`config.mk`:
```
export PLATFORM = sky130hd
export DESIGN_NAME = stdp_synapse_pair
export DESIGN_NICKNAME = d
export VERILOG_FILES = /design/src/rtl/stdp_synapse_pair.sv
export SDC_FILE = /design/constraint.sdc
export NUM_CORES = 1
export LEC_CHECK = 0
export ABC_AREA = 1
export CORE_MARGIN = 1.5
export CORE_UTILIZATION = 61
export CTS_CLUSTER_SIZE = 14
export DETAILED_ROUTE_END_ITERATION = 8
export GPL_TIMING_DRIVEN = 0
export PLACE_DENSITY = 0.95
export SKIP_CTS_REPAIR_TIMING = 1
export SYNTH_ARGS = -nofsm -noshare
export SYNTH_HDL_FRONTEND = slang
export SYNTH_SLANG_ARGS = --single-unit
```
`constraint.sdc`:
```
create_clock -name clk -period 6.6 [get_ports clk]
set_input_delay 1.98 -clock clk [delete_from_list [all_inputs] [get_ports clk]]
set_output_delay 1.98 -clock clk [all_outputs]
set_load 0.02 [all_outputs]
```
`src/rtl/stdp_synapse_pair.sv`:
```
// stdp_synapse_pair: a presynaptic and a postsynaptic leaky-integrate-and-fire
// neuron joined by one plastic synapse. The pre spike injects the current
// weight into the post neuron, and pair-based STDP nudges the weight from the
// relative timing of the two spikes.
module stdp_synapse_pair #(
    parameter int W          = 8,
    parameter int THRESH     = 128,
    parameter int LEAK_SHIFT = 3,
    parameter int REFRAC     = 2,
    parameter int TBITS      = 4,
    parameter int DW_SHIFT   = 1,
    parameter int W_INIT     = 64,
    parameter int W_MIN      = 0,
    parameter int W_MAX      = (1 << W) - 1
) (
    input  logic         clk,
    input  logic         rst_n,
    input  logic         en,
    input  logic         learn_en,
    input  logic [W-1:0] pre_current,
    input  logic [W-1:0] post_ext,
    input  logic         w_load,
    input  logic [W-1:0] w_load_val,
    output logic         pre_spike,
    output logic         post_spike,
    output logic [W-1:0] pre_state,
    output logic [W-1:0] post_state,
    output logic [W-1:0] weight,
    output logic         w_update,
    output logic         w_dir
);

    // Refractory counter must hold REFRAC; keep at least one bit when REFRAC is 0.
    localparam int               RBITS    = (REFRAC > 0) ? $clog2(REFRAC + 1) : 1;
    localparam logic [RBITS-1:0] REFRAC_L = RBITS'(REFRAC);
    localparam logic [W:0]       THRESH_L = (W + 1)'(THRESH);
    localparam logic [TBITS-1:0] TMAX     = '1;
    localparam logic [W:0]       W_MAX_L  = (W + 1)'(W_MAX);
    localparam logic [W:0]       W_MIN_L  = (W + 1)'(W_MIN);
    localparam logic [W-1:0]     W_MAX_W  = W'(W_MAX);
    localparam logic [W-1:0]     W_MIN_W  = W'(W_MIN);
    localparam logic [W-1:0]     W_INIT_W = W'(W_INIT);

    logic [RBITS-1:0] pre_refr;
    logic [RBITS-1:0] post_refr;
    logic [TBITS-1:0] pre_timer;
    logic [TBITS-1:0] post_timer;

    logic [W:0]       post_in_raw;
    logic [W-1:0]     post_in;
    logic [W-1:0]     pre_sum;
    logic [W-1:0]     post_sum;
    logic             pre_fire;
    logic             post_fire;

    logic [TBITS-1:0] ltp_dw;
    logic [TBITS-1:0] ltd_dw;
    logic             ltp_hit;
    logic             ltd_hit;
    logic [W:0]       ltp_sum;
    logic [W:0]       ltd_floor;
    logic [W-1:0]     w_up;
    logic [W-1:0]     w_down;

    // Leaky integration: subtract the leak, add the input, saturate at all-ones.
    // The subtraction cannot underflow because the leak is a right shift of state.
    function automatic logic [W-1:0] lif_sum(input logic [W-1:0] s, input logic [W-1:0] i);
        logic [W:0] raw;
        raw = {1'b0, s} - {1'b0, (s >> LEAK_SHIFT)} + {1'b0, i};
        return raw[W] ? {W{1'b1}} : raw[W-1:0];
    endfunction

    // Post neuron sees its external drive plus the weight while pre_spike is high.
    always_comb begin
        post_in_raw = {1'b0, post_ext} + (pre_spike ? {1'b0, weight} : '0);
        post_in     = post_in_raw[W] ? {W{1'b1}} : post_in_raw[W-1:0];
        pre_sum     = lif_sum(pre_state, pre_current);
        post_sum    = lif_sum(post_state, post_in);
        pre_fire    = ({1'b0, pre_sum} >= THRESH_L);
        post_fire   = ({1'b0, post_sum} >= THRESH_L);
    end

    // Pre neuron membrane, spike pulse and refractory countdown.
    always_ff @(posedge clk or negedge rst_n) begin
        if (!rst_n) begin
            pre_state <= '0;
            pre_refr  <= '0;
            pre_spike <= 1'b0;
        end else if (en) begin
            if (pre_refr != '0) begin
                pre_state <= '0;
                pre_refr  <= pre_refr - 1'b1;
                pre_spike <= 1'b0;
            end else if (pre_fire) begin
                pre_state <= '0;
                pre_refr  <= REFRAC_L;
                pre_spike <= 1'b1;
            end else begin
                pre_state <= pre_sum;
                pre_spike <= 1'b0;
            end
        end else begin
            pre_spike <= 1'b0;
        end
    end

    // Post neuron membrane, spike pulse and refractory countdown.
    always_ff @(posedge clk or negedge rst_n) begin
        if (!rst_n) begin
            post_state <= '0;
            post_refr  <= '0;
            post_spike <= 1'b0;
        end else if (en) begin
            if (post_refr != '0) begin
                post_state <= '0;
                post_refr  <= post_refr - 1'b1;
                post_spike <= 1'b0;
            end else if (post_fire) begin
                post_state <= '0;
                post_refr  <= REFRAC_L;
                post_spike <= 1'b1;
            end else begin
                post_state <= post_sum;
                post_spike <= 1'b0;
            end
        end else begin
            post_spike <= 1'b0;
        end
    end

    // Time-since-spike counters; TMAX doubles as "no recent spike".
    always_ff @(posedge clk or negedge rst_n) begin
        if (!rst_n) begin
            pre_timer  <= TMAX;
            post_timer <= TMAX;
        end else if (en) begin
            if (pre_spike) begin
                pre_timer <= '0;
            end else if (pre_timer != TMAX) begin
                pre_timer <= pre_timer + 1'b1;
            end
            if (post_spike) begin
                post_timer <= '0;
            end else if (post_timer != TMAX) begin
                post_timer <= post_timer + 1'b1;
            end
        end
    end

    // STDP decision: a lone post spike after a recent pre spike potentiates, a
    // lone pre spike after a recent post spike depresses; closer pairs step harder.
    always_comb begin
        ltp_dw    = (TMAX - pre_timer) >> DW_SHIFT;
        ltd_dw    = (TMAX - post_timer) >> DW_SHIFT;
        ltp_hit   = learn_en && post_spike && !pre_spike &&
                    (pre_timer != TMAX) && (ltp_dw != '0);
        ltd_hit   = learn_en && pre_spike && !post_spike &&
                    (post_timer != TMAX) && (ltd_dw != '0);
        ltp_sum   = {1'b0, weight} + (W + 1)'(ltp_dw);
        ltd_floor = W_MIN_L + (W + 1)'(ltd_dw);
        w_up      = (ltp_sum > W_MAX_L) ? W_MAX_W : ltp_sum[W-1:0];
        w_down    = ({1'b0, weight} < ltd_floor) ? W_MIN_W : (weight - W'(ltd_dw));
    end

    // Weight register: test load wins, otherwise apply at most one STDP step.
    always_ff @(posedge clk or negedge rst_n) begin
        if (!rst_n) begin
            weight   <= W_INIT_W;
            w_update <= 1'b0;
            w_dir    <= 1'b0;
        end else if (w_load) begin
            weight   <= w_load_val;
            w_update <= 1'b0;
        end else if (en && ltp_hit) begin
            weight   <= w_up;
            w_update <= 1'b1;
            w_dir    <= 1'b1;
        end else if (en && ltd_hit) begin
            weight   <= w_down;
            w_update <= 1'b1;
            w_dir    <= 1'b0;
        end else begin
            w_update <= 1'b0;
        end
    end

endmodule

```
# Word-level counts from Yosys, hierarchy flattened
# Index checks and enable logic that the tools add are counted.
[classes] addsub=13 order_cmp=4 eq_ne=2 n_mux=32 n_bitwise=1 reduce_logical=27
[ops] op="2-to-1 mux 8 bit" count=13
[ops] op="adder 9 x 8 -> 9 bit" count=2
[ops] op="subtractor 8 x 5 -> 9 bit" count=2
[ops] op=">= comparator 8 bit, second input constant" count=2
[ops] op="2-to-1 mux 4 bit" count=4
[ops] op="nonzero test 2 bit" count=7
[ops] op="2-to-1 mux 1 bit" count=11
[ops] op="logical AND 1 bit" count=10
[ops] op="AND reduction 2 bit" count=5
[ops] op="adder 8 x 3 -> 9 bit" count=1
[ops] op="adder 8 x 8 -> 9 bit" count=1
[ops] op="> comparator 9 x 8 -> 1 bit, second input constant" count=1
[ops] op="adder 4 x 1 -> 4 bit, second input constant" count=2
[ops] op="less-than comparator 8 x 3 -> 1 bit" count=1
[ops] op="2-to-1 mux 2 bit" count=4
[ops] op="!= test 4 bit, second input constant" count=2
[ops] op="nonzero test 4 bit" count=2
[ops] op="subtractor 4 bit, first input constant" count=2
[ops] op="subtractor 8 x 3 -> 8 bit" count=1
[ops] op="subtractor 2 x 1 -> 2 bit, second input constant" count=2
[ops] op="nonzero test 3 bit" count=1
[ops] op="logical NOT 1 bit" count=2
[ops] op="inverter 1 bit" count=1
[totals] ff_bits=40 out_inout_bits=28

# Logic depth before layout (Yosys ltp)
[depth] depth_word=9 ltp_mapped=26 ltp_nobuf=25

# Worst setup path before layout
# OpenSTA, ideal clock, no wires.
[synth_path] path_kind="input-to-reg" startpoint="input post_ext[0]" endpoint="register post_refr[1]" setup_time_ns=0.117 arrival_ns=4.657 path_slack_ns=1.826 stages=20 path_cell_list="ha_1 > fa_1 > nand3_1 > nand3_1 > a21oi_1 > inv_1 > a21oi_1 > fa_1 > inv_1 > ha_1 > nand2_1 > nand2_1 > a21oi_1 > nand3_1 > nand2_2 > inv_1 > nand3_2 > nand2_1 > nand2_1 > nand2_1"
[synth_via] elab_chain_cells=7
[synth_rtl] item="start: declaration" line_no="21" text="input logic [W-1:0] post_ext,"
[synth_rtl] item="adder 8 x 8 -> 9 bit" line_no="75" text="post_in_raw = {1'b0, post_ext} + (pre_spike ? {1'b0, weight} : '0);"
[synth_rtl] item="2-to-1 mux 8 bit" line_no="76" text="post_in = post_in_raw[W] ? {W{1'b1}} : post_in_raw[W-1:0];"
[synth_rtl] item="adder 9 x 8 -> 9 bit" line_no="69" text="raw = {1'b0, s} - {1'b0, (s >> LEAK_SHIFT)} + {1'b0, i};"
[synth_rtl] item="2-to-1 mux 8 bit" line_no="70" text="return raw[W] ? {W{1'b1}} : raw[W-1:0];"
[synth_rtl] item=">= comparator 8 bit" line_no="80" text="post_fire = ({1'b0, post_sum} >= THRESH_L);"
[synth_rtl] item="nonzero test 2 bit (no source line)"
[synth_rtl] item="AND reduction 2 bit (no source line)"
[synth_rtl] item="end signal: assignment" line_no="116" text="post_refr <= post_refr - 1'b1;"
[synth_rtl] item="end: declaration" line_no="45" text="logic [RBITS-1:0] post_refr;"
# No other way between the ends.
# A chain may end at the register's enable or synchronous reset.

# Final worst setup path
[layout_path] startpoint="input post_ext[0]" endpoint="register post_state[4]"
[layout_via] elab_chain_cells=7
[layout_rtl] item="adder 8 x 8 -> 9 bit (*)" line_no="75"
[layout_rtl] item="2-to-1 mux 8 bit (*)" line_no="76"
[layout_rtl] item="adder 9 x 8 -> 9 bit (*)" line_no="69"
[layout_rtl] item="2-to-1 mux 8 bit (*)" line_no="70"
[layout_rtl] item=">= comparator 8 bit" line_no="80"
[layout_rtl] item="2-to-1 mux 8 bit (*)" line_no="118" text="end else if (post_fire) begin"
[layout_rtl] item="2-to-1 mux 8 bit (*)" line_no="114" text="if (post_refr != '0) begin"
[layout_rtl] item="end signal: assignment" line_no="123" text="post_state <= post_sum;"
[layout_rtl] item="end: declaration" line_no="27" text="output logic [W-1:0] post_state,"
# Every way passes the cells marked *; elsewhere a longest branch is shown, timed or not.

==> impl_metrics.py <==
metrics = {
    "sta": {
        "timing.final.setup_violations": 0,
        "max_slew.worst_pin.slew_ps": 892,
        "fin_skew_ps": 10.9,
        "setup_tns_ps": 0,
        "timing_hold_violations_final": 0,
        "finalMaxSlewViolations": 0,
        "final.period_utilization": 0.838,
        "clock.fmax_mhz": 181,
        "min_period_ps": 5530,
        "unrepaired_setup_endpoints_after_global_routing": "no",
        "slew_headroom": 0.405,
        "final.setup.worst_slack_ps": 1070,
    },
    "place": {
        "place.gp.congestion": 0.904,
        "pre_cts_ws_ps": 868,
        "port_buffers": 54,
        "placement.cell_area_mm2": 0.00484,
        "dp.final_hpwl_um": 7850,
    },
    "worst_setup_path": {
        "number_of_cells_on_the_worst_reg_to_reg_path": 22,
        "path_class": "in -> reg",
        "worst-path-max-fanout": 7,
        "ff2ff_setup_slack_ps": 2460,
        "count_of_buffer_and_inverter_cells_on_the_critical_path": 3,
        "regToRegStartpoint": "pre_spike$_DFF_PN0_",
        "timing.rr.end": "post_state[4]$_DFFE_PN0P_",
        "crit_chain": "clkdlybuf4s50_1 > ha_1 > fa_1 > nand3_1 > nand3_1 > a21oi_1 > inv_1 > a21oi_1 > fa_1 > inv_1 > ha_1 > nand3_1 > nand3_1 > nand2_1 > nand2_1 > nand2_1 > nand2_1 > nor2_4 > nand4_1 > nand2_1",
        "cpMostUsedCell": "sky130_fd_sc_hd__nand2_1",
        "crit_start_category": "input port",
        "worstPathRequired_ps": 6840,
        "cp_top_family": "adder cells",
        "critical_path_arrival_ps": 5770,
        "end_kind": "register",
        "max_stage_delay_ps": 460,
        "worst_path_max_delay_cell": "sky130_fd_sc_hd__fa_1",
    },
    "final_layout": {
        "diodes": 0,
        "final_cell_area_mm2": 0.00495,
        "final_layout_net_count": 774,
        "share_of_post_route_cells_with_drive_strength_above_1": 0.0682,
        "syn_to_final_growth_pct": 17.9,
    },
    "synth": {
        "synth.net_count": 713,
        "post_synth.cell_area_avg_um2": 6.70,
        "synth_fa_ha_area_frac": 0.193,
        "synth-edff-count": 0,
        "synth-warning-count": 0,
        "synth_flop_cell": "sky130_fd_sc_hd__dfrtp_1",
        "post_synth_num_cell_types": 34,
        "synthesis.instances": 627,
        "synth-seq-cells": 40,
        "yosys-mux-area-fraction": 0,
        "synth_area_in_compound_gates": 0.0709,
        "combinational_family_with_the_most_area_after_synthesis": "simple AND/OR/NAND/NOR gates",
        "synth_async_sr_flop_share": 1.00,
        "synth-simple-area-share": 0.331,
        "syn-cell-area_mm2": 0.00420,
        "fraction_of_synthesized_cell_area_in_xor_and_xnor_cells": 0.0229,
        "synth_seq_area_share": 0.241,
    },
    "job": {
        "drv_cap": 0,
    },
    "floorplanning": {
        "die_h_um": 86.0,
        "core_area_mm2": 0.00672,
        "rows": 30,
        "dieArea_mm2": 0.00739,
        "initial_utilization": 0.625,
        "num_io_pins": 57,
        "die_w_um": 86.0,
    },
    "clocking": {
        "clock_latency_ps": 310,
        "clock_tree.buffer_depth": 2,
        "cts-root-buf": "sky130_fd_sc_hd__clkbuf_8",
        "htree_num_levels": 2,
        "cts_made_buffers": 5,
        "cts.reportedPaths.clkPinSlew_ps": 90,
        "clkSinkCount": 40,
        "cts_tree": "built",
    },
    "drt": {
        "post_drt_via_cell_ratio": 5.42,
        "post_route_drc_violation_count": 0,
        "wirelength_um": 9840,
        "route.vias.total": 4168,
        "drt-wirelength-per-cell_um": 12.8,
        "drt_iter0_markers": 193,
        "final_antenna_net_count": 0,
        "drt_pass1_iterations": 6,
    },
    "min_path": {
        "holdPathStages": 2,
        "hold_start": "pre_refr[0]$_DFFE_PN0P_",
        "hold_class": "reg -> reg",
        "hold-path-endpoint": "pre_refr[0]$_DFFE_PN0P_",
    },
    "global_routing": {
        "initial_antenna_violation_count": 0,
        "groute.usage.overall": 0.279,
        "grt_pass1_wl_um": 16800,
        "grt-ovfl-total": 0,
        "grt_start_max_net_pins": 41,
        "grt_pass1_vias": 3992,
    },
    "outcome": {
        "run_status": "completed",
    },
}
## routing by layer
metal,up-vias,track usage,part of all wire
li1,2073,-,-
met1,1902,0.325,0.41
met2,162,0.515,0.51
met3,31,0.0423,0.054
met4,0,0.107,0.026
met5,-,0,0
## worst max path at each step
| stage | from | slack (ps) | end | cells past startpoint |
|---|---|---|---|---|
| finish | post_ext[0] | 1070 | post_state[4]$_DFFE_PN0P_ | 20 |
| global route | post_ext[0] | 850 | post_state[4]$_DFFE_PN0P_ | 20 |
| CTS | post_ext[0] | 1140 | post_state[4]$_DFFE_PN0P_ | 20 |
| detailed placement | post_ext[0] | 870 | post_state[2]$_DFFE_PN0P_ | 20 |
| global placement | post_ext[0] | 1020 | post_refr[1]$_DFFE_PN0P_ | 21 |
| floorplan | post_ext[0] | 1830 | post_refr[1]$_DFFE_PN0P_ | 20 |
## cell usage after synthesis (13+ instances only)
cell type | count | area share
sky130_fd_sc_hd__a21oi_1 | 25 | 0.030
sky130_fd_sc_hd__dfrtp_1 | 31 | 0.18
sky130_fd_sc_hd__fa_1 | 13 | 0.062
sky130_fd_sc_hd__ha_1 | 44 | 0.13
sky130_fd_sc_hd__inv_1 | 140 | 0.13
sky130_fd_sc_hd__nand2_1 | 177 | 0.16
sky130_fd_sc_hd__nand3_1 | 49 | 0.058
sky130_fd_sc_hd__nand4_1 | 24 | 0.036
sky130_fd_sc_hd__nor2_1 | 34 | 0.030
sky130_fd_sc_hd__o21ai_0 | 13 | 0.015
sky130_fd_sc_hd__o21ai_1 | 14 | 0.017
## state kept, by name (all words and copies together) (netlist names)
register / cells
w_dir: 1
weight: 8
w_update: 1
pre_refr: 2
pre_spike: 1
pre_state: 8
post_spike: 1
post_refr: 2
post_state: 8
post_timer: 4
pre_timer: 4
## layout make-up
type / count / area [um2]
plain buffers: 10 / 47.5
repair buffers: 54 / 536
multi-input cells: 433 / 2590
fillers: 513 / 1770
inverters: 144 / 546
flip-flops and latches: 40 / 1010
clock inverters: 3 / 47.5
clock buffers: 5 / 68.8
well taps: 80 / 100
## worst reg2reg max path: cells and delay by family (launching register included)
family,cells,cell delay [ps]
simple gates,12,1340
fa+ha+maj,4,1370
buf+inv,4,470
flops,1,430
compound gates,2,470
## kinds of logic (layout without fill, tap and decap cells)
family                   Yosys count  after routing
flip-flops                        40             40
adder cells (fa/ha/maj)           57             57
AND/OR/NAND/NOR                  308            308
AO/OA/AOI/OAI                     57             57
buffers and inverters            154            216
XOR/XNOR                          11             11
## stage by stage
stage | hold slack, ps | utilization | std cells
finish | 488 | 0.737 | 769
global route | 516 | 0.737 | 769
CTS | 491 | 0.737 | 769
detailed placement | 477 | 0.720 | 761
global placement | 454 | 0.720 | 761
floorplan | 442 | - | 627
## placed cells by master (no fill, tap or decap), types with 13 or more instances in the layout
master | synthesis | final
sky130_fd_sc_hd__dfrtp_1 | 31 | 31
sky130_fd_sc_hd__nand3_1 | 49 | 49
sky130_fd_sc_hd__nor2_1 | 34 | 34
sky130_fd_sc_hd__a21oi_1 | 25 | 25
sky130_fd_sc_hd__o21ai_0 | 13 | 13
sky130_fd_sc_hd__fa_1 | 13 | 13
sky130_fd_sc_hd__nand2_1 | 177 | 177
sky130_fd_sc_hd__inv_1 | 140 | 140
sky130_fd_sc_hd__clkdlybuf4s50_1 | 0 | 53
sky130_fd_sc_hd__ha_1 | 44 | 44
sky130_fd_sc_hd__o21ai_1 | 14 | 14
sky130_fd_sc_hd__nand4_1 | 24 | 24
Power is not shown: default switching activity piles up to over one toggle a cycle in this logic, so the estimate is an artifact.
